<file path="src/rtl/clk_phase_seq_pkg.sv">
// Shared types and default sizing for the clock phase sequencer.
// The state enumeration is used by the top-level FSM.
package clk_phase_seq_pkg;

  localparam int NCH_DEF     = 4;
  localparam int CW_DEF      = 8;
  localparam int CLR_CYC_DEF = 4;

  typedef enum logic [1:0] {
    IDLE  = 2'd0,
    CLEAR = 2'd1,
    RUN   = 2'd2,
    STOP  = 2'd3
  } state_e;

endpackage

</file>
<file path="src/rtl/clk_phase_ch.sv">
// One derived clock channel: a half-period down-counter that toggles cp.
// While stopping, it only keeps counting until cp is high again, then freezes.
module clk_phase_ch
  import clk_phase_seq_pkg::*;
#(
  parameter int CW = CW_DEF
) (
  input  logic          sys_clk_i,
  input  logic          reset_i,
  input  logic          en_i,
  input  logic [CW-1:0] half_i,
  input  logic          load_i,
  input  logic          run_i,
  input  logic          stop_i,
  output logic          cp_o
);

  logic [CW-1:0] cnt_q, cnt_d;
  logic          cp_q, cp_d;
  logic          advance;

  // A stopping channel only finishes a low phase; a high channel is already safe to freeze.
  assign advance = run_i || (stop_i && !cp_q);

  always_comb begin
    cnt_d = cnt_q;
    cp_d  = cp_q;
    if (!en_i) begin
      cp_d = 1'b1;
    end else if (load_i) begin
      cnt_d = half_i;
      cp_d  = 1'b1;
    end else if (advance) begin
      if (cnt_q <= CW'(1)) begin
        cp_d  = ~cp_q;
        cnt_d = half_i;
      end else begin
        cnt_d = cnt_q - CW'(1);
      end
    end
  end

  always_ff @(posedge sys_clk_i) begin
    if (reset_i) begin
      cnt_q <= '0;
      cp_q  <= 1'b1;
    end else begin
      cnt_q <= cnt_d;
      cp_q  <= cp_d;
    end
  end

  assign cp_o = cp_q;

endmodule

</file>
<file path="src/rtl/clk_phase_seq.sv">
// Clock phase sequencer top: config registers, clear timer and run/stop FSM.
// Drives NCH derived clocks plus an active-low clear into a downstream netlist.
module clk_phase_seq
  import clk_phase_seq_pkg::*;
#(
  parameter  int NCH     = NCH_DEF,
  parameter  int CW      = CW_DEF,
  parameter  int CLR_CYC = CLR_CYC_DEF,
  localparam int CHW     = (NCH > 1) ? $clog2(NCH) : 1
) (
  input  logic           sys_clk,
  input  logic           reset,
  input  logic           cfg_valid,
  output logic           cfg_ready,
  input  logic [CHW-1:0] cfg_ch,
  input  logic [CW-1:0]  cfg_half,
  input  logic           cfg_en,
  input  logic           start,
  input  logic           stop,
  output logic [NCH-1:0] cp,
  output logic           cd,
  output logic           busy
);

  localparam int CLRW = (CLR_CYC > 1) ? $clog2(CLR_CYC) : 1;

  state_e          state_q, state_d;
  logic [CLRW-1:0] clr_q, clr_d;
  logic            cd_q, cd_d;
  logic            load;
  logic [CW-1:0]   half_q [NCH];
  logic [CW-1:0]   half_d [NCH];
  logic [NCH-1:0]  en_q, en_d;

  always_comb begin
    state_d = state_q;
    clr_d   = clr_q;
    cd_d    = cd_q;
    load    = 1'b0;
    unique case (state_q)
      IDLE: begin
        if (start) begin
          state_d = CLEAR;
          clr_d   = '0;
          cd_d    = 1'b0;
        end
      end
      CLEAR: begin
        if (clr_q == CLRW'(CLR_CYC - 1)) begin
          state_d = RUN;
          cd_d    = 1'b1;
          load    = 1'b1;
        end else begin
          clr_d = clr_q + CLRW'(1);
        end
      end
      RUN: begin
        if (stop) state_d = STOP;
      end
      STOP: begin
        if (&cp) state_d = IDLE;
      end
      default: state_d = IDLE;
    endcase
  end

  // A zero half-period is stored as 1 so channels never see a zero reload.
  always_comb begin
    half_d = half_q;
    en_d   = en_q;
    if ((state_q == IDLE) && cfg_valid) begin
      for (int i = 0; i < NCH; i++) begin
        if (cfg_ch == CHW'(i)) begin
          half_d[i] = (cfg_half == '0) ? CW'(1) : cfg_half;
          en_d[i]   = cfg_en;
        end
      end
    end
  end

  always_ff @(posedge sys_clk) begin
    if (reset) begin
      state_q <= IDLE;
      clr_q   <= '0;
      cd_q    <= 1'b0;
      en_q    <= '0;
      for (int i = 0; i < NCH; i++) half_q[i] <= CW'(1);
    end else begin
      state_q <= state_d;
      clr_q   <= clr_d;
      cd_q    <= cd_d;
      en_q    <= en_d;
      half_q  <= half_d;
    end
  end

  for (genvar g = 0; g < NCH; g++) begin : g_ch
    clk_phase_ch #(.CW(CW)) u_ch (
      .sys_clk_i (sys_clk),
      .reset_i   (reset),
      .en_i      (en_q[g]),
      .half_i    (half_q[g]),
      .load_i    (load),
      .run_i     (state_q == RUN),
      .stop_i    (state_q == STOP),
      .cp_o      (cp[g])
    );
  end

  assign cd        = cd_q;
  assign busy      = (state_q != IDLE);
  assign cfg_ready = (state_q == IDLE);

endmodule

</file>
<file path="config.mk">
export PLATFORM = sky130hd
export DESIGN_NAME = clk_phase_seq
export DESIGN_NICKNAME = d
export VERILOG_FILES = /design/src/rtl/clk_phase_seq_pkg.sv /design/src/rtl/clk_phase_ch.sv /design/src/rtl/clk_phase_seq.sv
export SDC_FILE = /design/constraint.sdc
export NUM_CORES = 1
export LEC_CHECK = 0
export ABC_AREA = 1
export CORE_ASPECT_RATIO = 0.75
export CORE_MARGIN = 2
export CORE_UTILIZATION = 63
export DETAILED_ROUTE_END_ITERATION = 7
export GPL_ROUTABILITY_DRIVEN = 0
export GPL_TIMING_DRIVEN = 0
export PLACE_DENSITY_LB_ADDON = 0.3
export SLEW_MARGIN = 20
export SYNTH_ARGS = -nofsm -noshare
export SYNTH_HDL_FRONTEND = slang
export SYNTH_SLANG_ARGS = --single-unit
export TNS_END_PERCENT = 20
</file>
<file path="constraint.sdc">
create_clock -name sys_clk -period 3.6 [get_ports sys_clk]
set_input_delay 1.08 -clock sys_clk [delete_from_list [all_inputs] [get_ports sys_clk]]
set_output_delay 1.08 -clock sys_clk [all_outputs]
set_load 0.05 [all_outputs]
</file>
==> results of run 1 <==
==> stage by stage <==
| stage | hold slack, ns | area (um2) | total power, W | cells |
|---|---|---|---|---|
| 6_report | 0.457 | 4730 | 0.00219 | 746 |
| 5_1_grt | 0.481 | 4730 | 0.00230 | 746 |
| 4_1_cts | 0.458 | 4730 | 0.00218 | 746 |
| 3_5_place_dp | 0.446 | 4540 | 0.00155 | 731 |
| 3_3_place_gp | 0.445 | 4540 | 0.00153 | 731 |
| 2_1_floorplan | 0.428 | 4230 | 0.00140 | 629 |
==> final timing paths <==
path	start	slack, ns	endpoint
setup / recovery	state_q[0]	0.51	busy
hold / removal	half_q[30]	0.46	half_q[30]
setup reg to reg	state_q[0]	1.59	g_ch[2].u_ch.cnt_q[6]
hold reg to reg	half_q[30]	0.46	half_q[30]
==> layer usage <==
metal | vias to the layer above | GRT usage [%]
met1 | 1891 | 38.4
met4 | 0 | 10.7
met3 | 25 | 7.06
met5 | - | 0
met2 | 188 | 51.4
li1 | 2088 | -
==> worst max-delay path, stage by stage, from the launching register on <==
cell and delay (ns):
dfxtp_1 0.40, inv_1 0.10, ha_1 0.28, inv_2 0.08, clkdlybuf4s50_1 0.79
==> layout by cell type, fill, tap and decap left out, drive strengths merged <==
cell type	n
a211oi	1
a21o	1
a21oi	71
buf	17
bufinv	1
clkbuf	16
clkdlybuf4s50	21
clkinv	6
clkinvlp	1
dfxtp	77
ha	14
inv	80
nand2	144
nand3	36
nand3b	2
nand4	10
nor2	86
nor3	6
nor4	2
o21ai	67
or2	2
xnor2	2
xor2	2
==> area by class of cell <==
class / count / area (um2)
multi-input combinational: 446 / 2200
fill: 535 / 1680
sequential: 77 / 1540
inverter: 82 / 310
timing repair buffer: 21 / 210
buffer: 24 / 184
clock buffer: 9 / 124
tap: 81 / 101
clock inverter: 6 / 65.1
==> sequential cells by signal, indices dropped and copies added, names as in the netlist <==
register         cells
cd                   1
g_ch.u_ch.cp_o       4
half_q              32
en_q                 4
clr_q                2
g_ch.u_ch.cnt_q     32
state_q              2
==> kinds of logic (layout without fill, tap and decap cells) <==
group / count (synthesis) / count (layout) / synth area share, %
simple gates: 288 / 288 / 29.7
compound gates: 140 / 140 / 17.2
buf+inv: 106 / 142 / 11.7
flops: 77 / 77 / 36.4
fa+ha+maj: 14 / 14 / 4.14
xor+xnor: 4 / 4 / 0.828
==> report_power, final <==
| group | total, W | internal, W | switching [W] | leakage [nW] |
|---|---|---|---|---|
| clock network | 0.000648 | 0.000316 | 0.000331 | 0.0950 |
| logic | 0.000587 | 0.000201 | 0.000386 | 1.45 |
| registers | 0.000955 | 0.000916 | 0.0000393 | 0.624 |
==> run summary, run 1 <==
Outcome - finished, final reports clean
DR vias/cell - 5.62
Yosys top cell area share - 36.4%
Total CTS buffers - 9
Cell count after synthesis - 629
VDD IR max - 273 uV
Die ar. - 7400 um2
Hold WC Path Type - register to register
Cell with the most instances after synthesis - nand2_1
Yosys warns - 0
Synthesized flop and latch total - 77
Worst slew pin tran - 0.779 ns
Crit path capture type - output pin
Number of DRC markers in iteration 0 - 301
Die W - 98.7 um
Die span in y - 75.0 um
Setup slack after layout - 0.506 ns
Total global routing overflow - 0
Clock Path Buffers - 2
Mapped Area - 4230 um2
Synth area leader - dfxtp_1
P_leak - 2.17 nW
Crit Path Category - register to output pin
Synthesized Nets - 659
TNS Setup - 0 ns
RSZ-0062 raised after global routing - false
Number of flops mapped to enable cells by yosys - 0
Nets - 691
IO Pins - 23
CP arrival - 2.01 ns
Final Util - 73.8%
Syn Area/Cell - 6.73 um2
Clk Latency, worst-skew pair - 0.35 ns
Starting Density - 66.0%
First-pass GRT wire length - 17400 um
Hold-critical path depth - 2
Num Clock Sinks - 77
Port Buffers - 21
DR WL/cell - 14.4 um
Initial antenna violation count - 0
Area contributors post-synth - dfxtp_1 36%, nand2_1 12%, a21oi_1 8.2%, nor2_1 7.6%, o21ai_0 6.4%
Most instantiated cells after synthesis - 135 x nand2_1, 86 x nor2_1, 77 x dfxtp_1
Rel. slew slack - 48.1%
Metal1 wirelength - 4700 um
Placement Setup Slack - 0.887 ns
Most used flip-flop cell after synthesis - dfxtp_1
CTS tree - built
Synth async-reset ratio - 0%
Worst Path Max Fanout - 4
Hold Vio Cnt, Final - 0
Final HPWL DP - 7790 um
Final Skew - 0.00758 ns
P&R area growth vs syn - 11.8%
WL met3 - 924 um
Sequential fraction of the synthesis area - 36.4%
Fmax - 323 MHz
Core area - 6410 um2
Num rows - 25
Total global-route track usage - 30.1%
Reg2reg path depth - 10
Gates resized, CTS repair - 0
Uppermost layer routed - met4
Share of layout cells above drive strength 1 - 9.62%
# setup viols final - 0
Critical Path Start Type - register
Detailed Route WL - 10700 um
Vias in the first global route - 3816
Min cycle time layout - 3.09 ns
Drt drc - 0
Max Cap Viol - 0
Root buf cell - clkbuf_8
Diode count - 0
Period utilisation layout - 85.9%
Post-synth cell types - 32
WP data required - 2.52 ns
Fin. max-slew vios - 0
Number of routed nets with antenna violations - 0
Largest net degree at the start of global routing - 14
Power per Cell Area - 463 nW/um2
First-pass iteration count of the detailed router - 5
# Post-CTS Setup Buffers - 0
Via count - 4192
Hold_buf cts - 0
Routed wl met2 - 4820 um
H-tree lvl count - 3
Register clock-pin slew on the reported worst setup and hold paths - 0.08 ns
No activity file was read; power rests on OpenSTA's default activity.
==> run 2, diff against run 1 <==
--- a/config.mk
+++ b/config.mk
@@ -16,5 +16,6 @@
 export SLEW_MARGIN = 20
 export SYNTH_ARGS = -nofsm -noshare
 export SYNTH_HDL_FRONTEND = slang
+export SYNTH_HIERARCHICAL = 1
 export SYNTH_SLANG_ARGS = --single-unit
 export TNS_END_PERCENT = 20
==> run summary, run 2 <==
Number of DRC markers in iteration 0 - 264
Total CTS buffers - 9
Clock Power Share - 32.6%
# Post-CTS Setup Buffers - 0
Clk Latency, worst-skew pair - 0.36 ns
Fin. max-slew vios - 0
Number of flops mapped to enable cells by yosys - 0
Synthesized flop and latch total - 77
Largest net degree at the start of global routing - 18
P_leak - 2.40 nW
CP arrival - 2.03 ns
P&R area growth vs syn - 12.4%
Total global routing overflow - 0
Syn Area/Cell - 6.39 um2
Synth async-reset ratio - 0%
Internal Power - 0.00162 W
Multiplexer share of the synthesized area - 0%
Psw - 0.000822 W
Top flop regs - g_ch.u_ch/cnt_q: 32 flops, half_q: 32 flops
Cell with the most instances after synthesis - nand2_1
TNS Setup - 0 ns
Combinational Power Share - 27.8%
Total global-route track usage - 29.7%
Post-synth cell types - 25
Final HPWL DP - 8140 um
Port Buffers - 21
Num rows - 26
First-pass GRT wire length - 18500 um
Synth area leader - dfxtp_1
Compound-Gate Fraction of Synth Area - 14.6%
Placed Cells - 804
Register clock-pin slew on the reported worst setup and hold paths - 0.07 ns
Outcome - finished, final reports clean
WP data required - 2.52 ns
Via count - 4522
Drt drc - 0
# setup viols final - 0
Final Skew - 0.0102 ns
VDD IR max - 400 uV
Gates resized, CTS repair - 0
Sequential Power Share - 39.6%
RSZ-0062 raised after global routing - false
Post-Layout Cell Count - 820
CTS tree - built
Clock Path Buffers - 2
Min cycle time layout - 3.11 ns
Max Cap Viol - 0
Area contributors post-synth - dfxtp_1 35%, nand2_1 13%, nor2_1 10%, inv_1 7.7%, o21ai_0 6.1%
Total power - 0.00244 W
Filler cell count - 578
Hold_buf cts - 0
Hold Worst Slack - 0.484 ns
Diode count - 0
Vias in the first global route - 4218
Placement Setup Slack - 0.893 ns
Hold WC Path Type - register to register
Xor and xnor area share after synthesis - 0%
Most common cell after layout, fill and taps aside - nand2_1
Sequential fraction of the synthesis area - 34.5%
Rel. slew slack - 30.0%
Initial antenna violation count - 0
Synth Area in Simple Gates - 35.5%
DR vias/cell - 5.51
Period utilisation layout - 86.5%
Hold Vio Cnt, Final - 0
Setup slack after layout - 0.486 ns
Worst slew pin tran - 1.05 ns
Crit Path Category - register to output pin
Critical Path Start Type - register
Die W - 101 um
Most frequent cells in the layout - 151 x nand2_1, 119 x nor2_1, 92 x inv_1
Mapped Area - 4460 um2
Worst Path Max Fanout - 6
DR WL/cell - 13.5 um
Die span in y - 76.9 um
Switching share of power - 33.6%
Number of routed nets with antenna violations - 0
IO Pins - 23
Share of layout cells above drive strength 1 - 12.8%
Power per Cell Area - 487 nW/um2
Detailed Route WL - 11100 um
Most used flip-flop cell after synthesis - dfxtp_1
Crit path capture type - output pin
Most instantiated cells after synthesis - 151 x nand2_1, 119 x nor2_1, 92 x inv_1
Starting Density - 65.3%
Fmax - 321 MHz
Die ar. - 7780 um2
Root buf cell - clkbuf_8
Yosys top cell area share - 34.5%
H-tree lvl count - 3
Cell count after synthesis - 699
Largest family of logic cells by synthesized area - simple AND/OR/NAND/NOR gates
Yosys warns - 6
First-pass iteration count of the detailed router - 5
Adder-cell share of the synthesized area - 3.92%
Nets - 761
Core area - 6830 um2
Num Clock Sinks - 77
Synthesized Nets - 729
run 2: worst max-delay path, cell delays in order, from the launching register on:
cell	delay (ns)
dfxtp_1	0.40
inv_1	0.11
ha_1	0.30
inv_1	0.08
clkdlybuf4s50_1	0.79
run 2: path summary, 6_finish.rpt:
kind / startpoint / slack, ns / cells after the start / end
setup reg to reg: state_q[1] / 1.11 / 10 / g_ch[3].u_ch/cnt_q[1]
hold reg to reg: en_q[2] / 0.48 / 1 / g_ch[2].u_ch/cp_o
setup / recovery: state_q[0] / 0.49 / 4 / busy
hold / removal: en_q[2] / 0.48 / 1 / g_ch[2].u_ch/cp_o
run 2: power groups by stage:
stage | registers, W | logic (W) | clock network (W)
floorplan | 0.000978 | 0.000499 | 0
global route | 0.000976 | 0.000753 | 0.000838
global placement | 0.000983 | 0.000634 | 0
finish | 0.000969 | 0.000679 | 0.000797
CTS | 0.000968 | 0.000672 | 0.000803
detailed placement | 0.000987 | 0.000661 | 0
run 2: cells by family (layout without fill, tap and decap cells):
| family | count (synthesis) | in the layout |
|---|---|---|
| compound gates | 114 | 114 |
| fa+ha+maj | 14 | 14 |
| buf+inv | 126 | 163 |
| flops | 77 | 77 |
| simple gates | 368 | 368 |
run 2: cell type report:
| type | instances | area, um2 | share of cell area (%) |
|---|---|---|---|
| buffer | 13 | 81.3 | 1.62 |
| clock buffer | 12 | 145 | 2.89 |
| clock inverter | 4 | 95.1 | 1.89 |
| inverter | 113 | 429 | 8.55 |
| multi-input combinational | 496 | 2410 | 48.1 |
| sequential | 77 | 1540 | 30.7 |
| tap | 84 | 105 | 2.09 |
| timing repair buffer | 21 | 210 | 4.19 |
run 2: through the flow:
stage                     utilization [%]  instance area, um2
after detailed placement             70.0                4780
after global placement               70.0                4780
final                                73.5                5020
after global routing                 73.5                5020
after floorplan                         -                4460
after CTS                            73.5                5020
run 2: routing by layer:
metal | vias up | share of wire, % | track usage [%]
li1 | 2250 | - | -
met2 | 164 | 46 | 47.9
met1 | 2082 | 45 | 39.1
met3 | 26 | 6.9 | 6.93
met5 | - | 0 | 0
met4 | 0 | 2.0 | 9.59
